**config.mk**
```make
export PLATFORM = sky130hd
export DESIGN_NAME = bcd_disp_scan
export DESIGN_NICKNAME = d
export VERILOG_FILES = /design/src/rtl/bcd_disp_pkg.sv /design/src/rtl/bcd_seg_dec.sv /design/src/rtl/bcd_disp_scan.sv
export SDC_FILE = /design/constraint.sdc
export NUM_CORES = 1
export LEC_CHECK = 0
export ABC_AREA = 0
export CAP_MARGIN = 20
export CORE_MARGIN = 2
export CORE_UTILIZATION = 36
export DETAILED_ROUTE_END_ITERATION = 12
export GPL_ROUTABILITY_DRIVEN = 0
export GPL_TIMING_DRIVEN = 0
export PLACE_DENSITY_LB_ADDON = 0.05
export SKIP_CTS_REPAIR_TIMING = 1
export SLEW_MARGIN = 20
export SYNTH_ARGS = -nofsm -noshare
export SYNTH_HDL_FRONTEND = slang
export SYNTH_SLANG_ARGS = --single-unit
```
**constraint.sdc**
```tcl
create_clock -name clk -period 2.85 [get_ports clk]
set_input_delay 0.57 -clock clk [delete_from_list [all_inputs] [get_ports clk]]
set_output_delay 0.57 -clock clk [all_outputs]
set_load 0.005 [all_outputs]
```
**src/rtl/bcd_disp_pkg.sv**
```systemverilog
// Shared constants for the four-digit BCD display scanner.
// Segment patterns are {g,f,e,d,c,b,a}, active-high.
package bcd_disp_pkg;

  localparam int NDIG = 4;

  localparam logic [6:0] SEG_0     = 7'h3F;
  localparam logic [6:0] SEG_1     = 7'h06;
  localparam logic [6:0] SEG_2     = 7'h5B;
  localparam logic [6:0] SEG_3     = 7'h4F;
  localparam logic [6:0] SEG_4     = 7'h66;
  localparam logic [6:0] SEG_5     = 7'h6D;
  localparam logic [6:0] SEG_6     = 7'h7D;
  localparam logic [6:0] SEG_7     = 7'h07;
  localparam logic [6:0] SEG_8     = 7'h7F;
  localparam logic [6:0] SEG_9     = 7'h6F;
  localparam logic [6:0] SEG_DASH  = 7'h40;
  localparam logic [6:0] SEG_BLANK = 7'h00;

endpackage

```
**src/rtl/bcd_seg_dec.sv**
```systemverilog
// Combinational BCD to seven-segment decoder.
// Values above 9 show a dash.
module bcd_seg_dec
  import bcd_disp_pkg::*;
(
  input  logic [3:0] bcd,
  output logic [6:0] seg
);

  always_comb begin
    seg = SEG_DASH;
    unique case (bcd)
      4'd0:    seg = SEG_0;
      4'd1:    seg = SEG_1;
      4'd2:    seg = SEG_2;
      4'd3:    seg = SEG_3;
      4'd4:    seg = SEG_4;
      4'd5:    seg = SEG_5;
      4'd6:    seg = SEG_6;
      4'd7:    seg = SEG_7;
      4'd8:    seg = SEG_8;
      4'd9:    seg = SEG_9;
      default: seg = SEG_DASH;
    endcase
  end

endmodule

```
**src/rtl/bcd_disp_scan.sv**
```systemverilog
// Four-digit multiplexed BCD display scanner with guard
// blanking, leading-zero suppression and an invalid-digit flag.
module bcd_disp_scan
  import bcd_disp_pkg::*;
#(
  parameter int DIV   = 50000,
  parameter int GUARD = 2
) (
  input  logic        clk,
  input  logic        rst,
  input  logic        load,
  input  logic [15:0] din,
  input  logic        blank_lz,
  output logic [6:0]  seg,
  output logic [3:0]  an,
  output logic        err
);

  localparam int CW = $clog2(DIV);
  localparam logic [CW-1:0] LAST    = CW'(DIV - 1);
  localparam logic [CW-1:0] GUARD_C = CW'(GUARD);

  logic [15:0]     data;
  logic [CW-1:0]   cnt;
  logic [1:0]      idx;
  logic            tick;
  logic [3:0]      digs [NDIG];
  logic [NDIG-1:0] zero_up;
  logic [NDIG-1:0] bad;
  logic [3:0]      cur;
  logic [6:0]      dec;
  logic            blank;

  assign tick = (cnt == LAST);

  // zero_up[i]: digits i..3 are all zero
  always_comb begin
    zero_up = '0;
    bad     = '0;
    for (int i = 0; i < NDIG; i++) begin
      digs[i] = data[4*i +: 4];
      bad[i]  = (digs[i] > 4'd9);
    end
    zero_up[NDIG-1] = (digs[NDIG-1] == 4'd0);
    for (int i = NDIG - 2; i >= 0; i--)
      zero_up[i] = zero_up[i+1] && (digs[i] == 4'd0);
  end

  assign cur = digs[idx];

  bcd_seg_dec u_dec (
    .bcd (cur),
    .seg (dec)
  );

  assign blank = (cnt < GUARD_C)
              || (blank_lz && (idx != 2'd0) && zero_up[idx]);

  always_ff @(posedge clk) begin
    if (rst) begin
      data <= '0;
      cnt  <= '0;
      idx  <= '0;
      an   <= 4'b1111;
      seg  <= SEG_BLANK;
      err  <= 1'b0;
    end else begin
      if (load)
        data <= din;
      cnt <= tick ? '0 : cnt + 1'b1;
      if (tick)
        idx <= idx + 2'd1;
      an  <= blank ? 4'b1111 : ~(4'b0001 << idx);
      seg <= blank ? SEG_BLANK : dec;
      err <= |bad;
    end
  end

endmodule

```
# Yosys cells after proc, flatten, opt, wreduce, memory -nomap -nowiden

Memory sizes are Yosys's and may differ from the RTL's. A register that Yosys moved wholly into a read port is not among the register bits.
Cells that the tools add are included.

Register bits after elaboration: 39
Bits in read-only memories: 112
Input port bits: 20
Output and inout bits: 12
Word-level logic and storage cells: 38
Memories kept: 1

Memories:

| name             | words | bits a word | read ports | clocked after memory_dff | write ports | RTL line          | text |
|---|---|---|---|---|---|---|---|
| (name not given) | 16    | 7           | 1          | 1                        | 0           | bcd_seg_dec.sv:12 | `unique case (bcd)` |

Add/sub/neg operators: 2
Magnitude comparators: 7
Eq/ne operators: 1
Shift-type cells: 1
Mux-type cells: 5
Bitwise operators: 2
Reduce and logical (&&, ||, !) cells: 14

Operators with widths:

| operator                                                              | number |
|---|---|
| 16-bit by 1-bit adder with 16-bit output, second input constant       | 1 |
| 16-bit equality test, second input constant                           | 1 |
| 4-bit > comparator, second input constant                             | 4 |
| 4-bit zero test                                                       | 4 |
| 16-bit by 2-bit < comparator with 1-bit output, second input constant | 1 |
| 4-bit binary-select mux with 2-bit select                             | 1 |
| 4-bit 2-to-1 mux                                                      | 2 |
| 1-bit logical AND                                                     | 5 |
| 4-bit inverter                                                        | 1 |
| 2-bit OR reduction                                                    | 2 |
| 4-bit OR reduction                                                    | 1 |
| 1-bit by 2-bit << shifter with 4-bit output, first input constant     | 1 |
| 3-bit >= comparator, second input constant                            | 1 |
| 2-bit by 3-bit < comparator with 1-bit output, second input constant  | 1 |
| 2-bit inverter with 3-bit output                                      | 1 |
| 2-bit by 1-bit adder with 2-bit output, second input constant         | 1 |
| 1-bit binary-select mux with 2-bit select                             | 1 |
| 2-bit nonzero test                                                    | 1 |
| 1-bit logical OR                                                      | 1 |
| 1-bit 2-to-1 mux                                                      | 1 |

# Logic depth before layout (Yosys ltp)

Gate-level depths: netlist of the first run.

Depth in word-level cells: 9
Gate-level depth with buffers: 7
Depth with buffers taken out: 6

# Cells and area by module

A second synthesis of the first run with hierarchy kept.

Cell total of the unflattened synthesis: 231
Area, all modules: 2202.1 um2

By module, submodules not included:

| module        | times used | cells each | area each (um2) | seq. area each (um2) |
|---|---|---|---|---|
| bcd_disp_scan | 1          | 202        | 1976.9          | 920.9 |
| bcd_seg_dec   | 1          | 29         | 225.2           | 0.0 |

# Least setup slack after synthesis of the first run

OpenSTA, ideal clock, no wires.

Kind: register to register
Start point: register idx[1]
End point: register seg[5]
Setup time: 0.079 ns
Arrival: 1.852 ns
Data required time: 2.771 ns
Path slack: 0.919 ns
Stages on the path, launching flop included: 6
Buffers on the path: 1
Period minus slack after synthesis: 1.931 ns
Cell sequence: dfxtp_1 > buf_2 > mux4_2 > ha_1 > or3_1 > a211oi_2

Word-level cells in the longest chain between the ends: 5
Elaborated cells between the ends (all ways): 11
Classes of those cells: 5 x mux; 1 x bitwise; 5 x reduce/logical

Ends and longest elaborated chain:

| what                                                                            | RTL line            | text |
|---|---|---|
| start: declaration                                                              | bcd_disp_scan.sv:25 | `logic [1:0] idx;` |
| start signal: assignment                                                        | bcd_disp_scan.sv:72 | `idx <= idx + 2'd1;` |
| 1-bit binary-select mux with 2-bit select or 2-bit nonzero test (tied branches) | bcd_disp_scan.sv:57 | `\|\| (blank_lz && (idx != 2'd0) && zero_up[idx]);` |
| 1-bit 2-to-1 mux (not written as such) or 1-bit logical AND (tied branches)     | bcd_disp_scan.sv:57 |  |
| 1-bit logical AND                                                               | bcd_disp_scan.sv:57 |  |
| 1-bit logical OR                                                                | bcd_disp_scan.sv:57 |  |
| 2-bit OR reduction (no line)                                                    | --                  |  |
| end: declaration                                                                | bcd_disp_scan.sv:14 | `output logic [6:0] seg,` |

Several ways; a longest one is shown, not always the timed one. The select of a mux whose other input is x is not followed.
A chain may end at the register's enable or synchronous reset.

# Worst setup path in the final report of the first run

Start point: register idx[0]
End point: register seg[4]

Same word-level chain as after synthesis.

==> metrics, run 1 <==
outcome=completed; placed insts=326; max incr delay on CP=540 ps; grt total ovfl=0; Synth Instances=221; Worst setup EP type=register; CP Cell Sequence=buf_6 > inv_1 > ha_1 > nor4b_1 > nand2_1 > a211oi_2 > nor3_1; PortBufs=30; Seq pwr share=0.568; WS Path Type=register to register; routed vias/inst=4.99; clock network fraction of total power=0.312; final hold violations=0; Int Pwr=916 µW; largest net degree at the start of global routing=14; Sequential Area=921 µm²; DRC=0; Commonest cells post-synth=dfxtp_1 (46), nor2_1 (36), mux2i_1 (17); leading area contributor after synthesis=dfxtp_1; Required @ worst endpoint=3010 ps; setup TNS=0 ps; Area Overhead vs Synth=22.2%; Net Switching=301 µW; pwr/cell area=467 mW/mm²; most frequent cell after synthesis=dfxtp_1; clk slew on worst S/H paths=80 ps; CTS tree=done; site row count=28; final worst path period need=2100 ps; CTS buffer count=5; die width=80.9 µm; CP Buf/Inv Count=2; Synth area leaders=dfxtp_1 (43%), mux2i_1 (8.0%), ha_1 (6.5%); Max-slew headroom=0.610; Setup WS post-layout=754 ps; fraction of registers with async set/reset=0; Iter 0 DRT Violations=76; combinational power share=0.120; Worst Hold Class=register to register; crit-path leading delay family=compound AO/OA/AOI/OAI gates; 1st-pass router iterations=4; worst vdd ir=0.000219 V; setup slack at placement=631 ps; RSZ-0062 raised after global routing=false; gr usage total=0.146; switching fraction of total power=0.247; Post-synth EDFFs=0; DIE AREA=0.00655 mm²; element type at the critical path start=register; Netlist Area Pre-Place=0.00213 mm²; Leakage=0.000947 µW; Slew @ Worst Pin=579 ps; syn avg cell area=9.64 µm²; Core Box Area=0.00582 mm²; critical path fanouts, max=7; drt wl/cell=13.2 µm; Final nets=289; ANT cells=0; final setup vio count=0; layout cell share with drive strength beyond 1=0.0814; ys flop type=dfxtp_1; post-route ant nets=0; Synth Warn #=0; area fraction of the dominant cell type after synthesis=0.432; die height=80.9 µm; first-pass GRT wire length=7.33 mm; multi-input logic area=0.00113 mm²; fmax=477 MHz; clock latency on the worst-skew pair=300 ps; Initial Utilization=0.366; CP max-delay cell=a211oi_2; CTS sink cnt=46; syn_nets=252; final wirelength=4.38 mm; Worst Path Arrival=2260 ps; top-level port count=32; Final Max Slew Viols=0; DR vias=1661; dpl hpwl=3.26 mm; fin crit share=0.736; Non-Filler Instances=333; Seq cells post-synth=46; number of H-tree levels=2; CTS root buf=clkbuf_8; max cap viols=0; WHS=487 ps; # fillers=609; vias in the first global route=1468; Netlist cell types=35; post-synthesis sequential area ratio=0.432; clock tree buffer depth=2; initial antenna violation count=0; clk_skew=4.72 ps
-- power by group through the flow --
stage | clock network (µW) | logic, µW | registers [µW]
finish | 380 | 146 | 691
global route | 422 | 163 | 695
CTS | 393 | 147 | 691
detailed placement | 0 | 146 | 706
global placement | 0 | 147 | 706
floorplan | 0 | 83.2 | 700
-- registers in the layout, indices dropped and copies added (netlist names) --
signal  count
data       16
cnt        16
seg         7
idx         2
err         1
an          4
-- cells in the final DEF, fill, tap and decap left out --
| cell type | netlist | final |
|---|---|---|
| a2111oi_2 | 1 | 1 |
| a211o_1 | 1 | 1 |
| a211oi_2 | 2 | 2 |
| a21oi_1 | 4 | 4 |
| a21oi_2 | 1 | 1 |
| a22oi_1 | 1 | 1 |
| a41o_1 | 1 | 1 |
| a41oi_1 | 2 | 2 |
| and2_1 | 1 | 1 |
| and3_1 | 1 | 1 |
| and4_1 | 4 | 4 |
| buf_2 | 3 | 3 |
| buf_6 | 1 | 1 |
| clkbuf_1 | 3 | 3 |
| clkbuf_8 | 0 | 5 |
| clkdlybuf4s50_1 | 0 | 30 |
| clkinv_2 | 0 | 2 |
| dfxtp_1 | 46 | 46 |
| ha_1 | 11 | 11 |
| inv_1 | 11 | 11 |
| mux2i_1 | 17 | 17 |
| mux4_2 | 4 | 4 |
| nand2_1 | 7 | 7 |
| nand2b_1 | 2 | 2 |
| nand3_1 | 10 | 10 |
| nand4_1 | 5 | 5 |
| nor2_1 | 36 | 36 |
| nor3_1 | 9 | 9 |
| nor4_1 | 9 | 9 |
| nor4_2 | 1 | 1 |
| nor4b_1 | 1 | 1 |
| o211ai_1 | 1 | 1 |
| o21a_1 | 1 | 1 |
| o21ai_0 | 8 | 8 |
| o21bai_2 | 1 | 1 |
| or3_1 | 1 | 1 |
| xnor2_1 | 11 | 11 |
| xor2_1 | 3 | 3 |
-- final cells by class --
class,count,share of cell area
multi-input cells,157,0.434
flip-flops and latches,46,0.354
repair buffers,30,0.115
well taps,75,0.0360
clock buffers,5,0.0264
inverters,11,0.0159
plain buffers,7,0.0144
clock inverters,2,0.00384
-- final timing paths --
kind                  endpoint                start  slack [ps]  depth (start not counted)
max          seg[4]$_SDFF_PP0_  idx[0]$_SDFFE_PP0P_         750                          7
min          cnt[0]$_SDFF_PP0_    cnt[0]$_SDFF_PP0_         490                          1
max reg2reg  seg[4]$_SDFF_PP0_  idx[0]$_SDFFE_PP0P_         750                          7
min reg2reg  cnt[0]$_SDFF_PP0_    cnt[0]$_SDFF_PP0_         490                          1
-- cell families (layout without fill, tap and decap cells) --
| kind of cell | Yosys count | after routing | share of synthesized area |
|---|---|---|---|
| simple gates | 87 | 87 | 0.203 |
| flops | 46 | 46 | 0.432 |
| compound gates | 24 | 24 | 0.0840 |
| mux | 21 | 21 | 0.122 |
| buf+inv | 18 | 55 | 0.0370 |
| xor+xnor | 14 | 14 | 0.0575 |
| fa+ha+maj | 11 | 11 | 0.0646 |
-- routing by layer --
metal,share of wire,track usage
met4,0.010,0.0475
met5,0,0
met3,0.040,0.0411
met1,0.54,0.222
met2,0.41,0.197
-- metrics by stage --
| step | area [µm²] | utilization | power (µW) |
|---|---|---|---|
| 2_1_floorplan | 2130 | - | 784 |
| 3_3_place_gp | 2520 | 0.434 | 853 |
| 3_5_place_dp | 2520 | 0.434 | 852 |
| 4_1_cts | 2600 | 0.448 | 1230 |
| 5_1_grt | 2600 | 0.448 | 1280 |
| 6_report | 2600 | 0.448 | 1220 |
No activity file was read; power rests on OpenSTA's default activity.
==> run 2: changes to the inputs <==
==> constraint.sdc (replaced) <==
create_clock -name clk -period 1.9 [get_ports clk]
set_input_delay 0.38 -clock clk [delete_from_list [all_inputs] [get_ports clk]]
set_output_delay 0.38 -clock clk [all_outputs]
set_load 0.005 [all_outputs]
==> metrics, run 2 (synthesis results as in run 1) <==
outcome=completed; crit-path leading delay family=multiplexers; DR vias=1696; DP Area=0.00253 mm²; Largest regs=cnt (16), data (16), seg (7); Seq pwr share=0.545; final hold violations=0; final worst path period need=1870 ps; final wirelength=4.59 mm; max incr delay on CP=600 ps; most common cell after layout, fill and taps aside=dfxtp_1; pwr/cell area=690 mW/mm²; grt met2 use=0.202; max cap viols=0; grt met1 use=0.222; DIE AREA=0.00655 mm²; PortBufs=30; commonest non-fill, non-tap cells in the layout=dfxtp_1 (43), nor2_1 (36), clkdlybuf4s50_1 (30), mux2i_1 (17), xnor2_1 (11); CP Cell Sequence=buf_6 > mux4_2 > ha_4 > or3_4 > a211oi_2; Required @ worst endpoint=2120 ps; met3 Use GR=0.0267; dpl hpwl=3.27 mm; DRC=0; Worst setup EP type=register; GRT Max-Usage Layer=met1; hold depth=1; fmax=534 MHz; Levels on crit path=5; Final nets=299; drt wl/cell=13.3 µm; Util after Layout=0.475; Net Switching=470 µW; ANT cells=0; Area Overhead vs Synth=29.7%; CTS buffer count=5; fin crit share=0.986; routed vias/inst=4.93; first-pass GRT wire length=7.47 mm; RSZ-0062 raised after global routing=true; combinational power share=0.128; WS Path Type=register to register; Worst Path Arrival=2090 ps; layout cell share with drive strength beyond 1=0.164; WHS=506 ps; top-level port count=32; Non-Filler Instances=344; CP Buf/Inv Count=1; post-route ant nets=0; largest net degree at the start of global routing=14; CTS root buf=clkbuf_8; clock network fraction of total power=0.327; Slew @ Worst Pin=462 ps; Max-slew headroom=0.688; clock latency on the worst-skew pair=300 ps; FF-to-FF path depth=5; Int Pwr=1440 µW; element type at the critical path start=register; switching fraction of total power=0.246; worst vdd ir=0.000411 V; Leakage=0.00101 µW; gr usage total=0.146; die height=80.9 µm; clk slew on worst S/H paths=80 ps; clock tree buffer depth=2; Core Box Area=0.00582 mm²; clk_skew=5.55 ps; Initial Utilization=0.366; CP max-delay cell=mux4_2; Iter 0 DRT Violations=77; placed insts=326; critical path fanouts, max=7; 1st-pass router iterations=4; Worst Hold Class=register to register; final setup vio count=0; Final Cell Area=0.00276 mm²; vias in the first global route=1546; setup TNS=0 ps; number of H-tree levels=2; CTS sink cnt=46; Final Max Slew Viols=0; grt total ovfl=0; CTS tree=done; initial antenna violation count=0; die width=80.9 µm; site row count=28
-- run 2: changes by cell type in the layout (fill, tap and decap cells not counted), sizes merged --
cell,change
buf,+9
clkbuf,+3
clkinv,-1
-- run 2: final timing paths --
check	start	endpoint	slack, ps
max	idx[1]$_SDFFE_PP0P_	seg[5]$_SDFF_PP0_	30
min	cnt[0]$_SDFF_PP0_	cnt[0]$_SDFF_PP0_	510
max reg2reg	idx[1]$_SDFFE_PP0P_	seg[5]$_SDFF_PP0_	30
min reg2reg	cnt[0]$_SDFF_PP0_	cnt[0]$_SDFF_PP0_	510
-- run 2: metrics by stage --
stage,setup WS [ps],power [µW]
2_1_floorplan,7.65,1180
3_3_place_gp,-152,1280
3_5_place_dp,-150,1280
4_1_cts,-169,1900
5_1_grt,-49.5,2000
6_report,26.6,1910
-- run 2: area by class of cell --
class	count	area (µm²)
fillers	604	3050
multi-input cells	157	1190
flip-flops and latches	46	925
repair buffers	40	375
well taps	75	93.8
clock buffers	7	86.3
plain buffers	7	46.3
inverters	11	41.3
clock inverters	1	5.00
-- run 2: power by group through the flow --
| stage | logic [µW] | clock network (µW) | registers [µW] |
|---|---|---|---|
| 3_5_place_dp | 219 | 0 | 1060 |
| 4_1_cts | 220 | 643 | 1040 |
| 3_3_place_gp | 220 | 0 | 1060 |
| 2_1_floorplan | 125 | 0 | 1050 |
| 5_1_grt | 269 | 686 | 1040 |
| 6_report | 244 | 623 | 1040 |
-- run 2: per-layer routing --
layer  wire length (µm)  part of all wire
met1               2460              0.54
met2               1920              0.42
met3                151             0.033
met4                 58             0.013
met5                  0                 0
==> run 3: changes to the inputs <==
--- a/config.mk
+++ b/config.mk
@@ -5,15 +5,16 @@
 export SDC_FILE = /design/constraint.sdc
 export NUM_CORES = 1
 export LEC_CHECK = 0
-export ABC_AREA = 0
+export ABC_AREA = 1
 export CAP_MARGIN = 20
 export CORE_MARGIN = 2
 export CORE_UTILIZATION = 36
 export DETAILED_ROUTE_END_ITERATION = 12
 export GPL_ROUTABILITY_DRIVEN = 0
-export GPL_TIMING_DRIVEN = 0
+export GPL_TIMING_DRIVEN = 1
 export PLACE_DENSITY_LB_ADDON = 0.05
 export SKIP_CTS_REPAIR_TIMING = 1
+export SKIP_LAST_GASP = 1
 export SLEW_MARGIN = 20
 export SYNTH_ARGS = -nofsm -noshare
 export SYNTH_HDL_FRONTEND = slang
==> metrics, run 3 <==
fmax=594 MHz; CTS buffer count=5; critical path fanouts, max=12; Final nets=401; Netlist Area Pre-Place=0.00230 mm²; Worst Path Arrival=1880 ps; most frequent cell after synthesis=nand2_1; DR vias=2041; site row count=29; final hold violations=0; largest net degree at the start of global routing=20; Max-slew headroom=0.669; R2R setup slack=220 ps; commonest non-fill, non-tap cells in the layout=nand2_1 (82), nor2_1 (79), dfxtp_1 (45), clkdlybuf4s50_1 (31), inv_1 (28); leading area contributor after synthesis=dfxtp_1; clock tree buffer depth=2; fin crit share=0.885; Synth area leaders=dfxtp_1 (40%), nand2_1 (13%), nor2_1 (13%); Iter 0 DRT Violations=89; final wirelength=4.91 mm; ys flop type=dfxtp_1; DP Area=0.00271 mm²; layout cell share with drive strength beyond 1=0.0705; syn_nets=363; setup TNS=0 ps; most common cell after layout, fill and taps aside=nand2_1; post-synthesis sequential area ratio=0.400; WS Path Type=register to register; Worst Setup SP=idx[0]$_SDFFE_PP0P_; Synth Instances=332; outcome=completed; Initial Utilization=0.366; Worst Hold Class=register to register; die height=83.9 µm; vias in the first global route=1911; Largest regs=cnt (16), data (16), seg (7); RSZ-0062 raised after global routing=false; drt wl/cell=11.0 µm; clk_skew=8.49 ps; post-route ant nets=0; Worst setup EP type=register; DIE AREA=0.00704 mm²; grt total ovfl=0; Post-synth EDFFs=0; initial antenna violation count=0; Critical R2R Capture=seg[3]$_SDFF_PP0_; Slew @ Worst Pin=496 ps; CTS tree=done; Core Box Area=0.00628 mm²; dpl hpwl=3.78 mm; gr usage total=0.152; Required @ worst endpoint=2100 ps; clock latency on the worst-skew pair=300 ps; top-level port count=32; clk slew on worst S/H paths=80 ps; PortBufs=31; syn avg cell area=6.93 µm²; Seq cells post-synth=46; CTS sink cnt=46; Commonest cells post-synth=nand2_1 (82), nor2_1 (79), dfxtp_1 (46); final setup vio count=0; Final Max Slew Viols=0; die width=83.9 µm; Final Cell Area=0.00280 mm²; Synth Warn #=0; Area Overhead vs Synth=21.7%; routed vias/inst=4.58; fraction of registers with async set/reset=0; Netlist cell types=27; worst vdd ir=0.000436 V; final worst path period need=1680 ps; 1st-pass router iterations=4; DRC=0; number of H-tree levels=2; max cap viols=0; FF-to-FF path depth=11; element type at the critical path start=register; CTS root buf=clkbuf_8; Leakage=0.00120 µW; pwr/cell area=669 mW/mm²; Hold Startpoint=cnt[0]$_SDFF_PP0_; launching point of the worst reg2reg path=idx[0]$_SDFFE_PP0P_; worst setup path end=seg[3]$_SDFF_PP0_; first-pass GRT wire length=8.86 mm; area fraction of the dominant cell type after synthesis=0.400; ANT cells=0
run 3: metal layers:
metal | vias to the layer above | GRT usage | share of wire
met1 | 884 | 0.214 | 0.51
met3 | 4 | 0.0317 | 0.045
met2 | 43 | 0.234 | 0.43
met4 | 0 | 0.0440 | 0.011
li1 | 1110 | - | -
met5 | - | 0 | 0
run 3: final cells by class:
cell class	instances	area (µm²)
fill	681	3480
multi-input combinational	248	1220
sequential	46	922
timing repair buffer	38	363
inverter	31	119
tap	77	96.3
clock buffer	6	82.6
run 3: power breakdown:
part	total (µW)	internal, µW	switching (µW)
logic	246	125	122
clock network	589	281	308
registers	1040	1010	30.2
total	1870	1410	460
run 3: kinds of logic after synthesis:
family	after synthesis	synth area share
DFF	46	0.400
and+or+nand+nor	196	0.362
adders and majority gates	11	0.0598
AOI/OAI and AO/OA	34	0.0805
xor gates and xnor gates	7	0.0267
buffers and inverters	38	0.0707
run 3: worst min path at each step:
stage                     slack, ps                 to  cells after the start
after detailed placement        450  cnt[0]$_SDFF_PP0_                      1
after CTS                       460  cnt[0]$_SDFF_PP0_                      1
after global placement          430  cnt[0]$_SDFF_PP0_                      1
after global routing            510  cnt[0]$_SDFF_PP0_                      1
final                           460  cnt[0]$_SDFF_PP0_                      1
after floorplan                 420  cnt[0]$_SDFF_PP0_                      1
run 3: per-stage QoR:
step / worst slack, ps / util / total power [µW] / std cells / hold slack [ps]
after floorplan: 203 / - / 1200 / 332 / 417
after global placement: 150 / 0.432 / 1310 / 440 / 432
after detailed placement: 124 / 0.432 / 1310 / 440 / 447
after CTS: 103 / 0.445 / 1900 / 446 / 461
after global routing: 1.28 / 0.446 / 1990 / 446 / 514
final: 218 / 0.446 / 1870 / 446 / 456
run 3: worst max-delay path: stages (launching register included):
cell     delay [ps]
dfxtp_2         390
inv_4           130
nand2_1          70
a32oi_1         220
inv_1           130
ha_1            310
nand3_1         100
nand2_1          60
nand2_1          50
nand2_1          50
nand2_1          50
inv_1            40
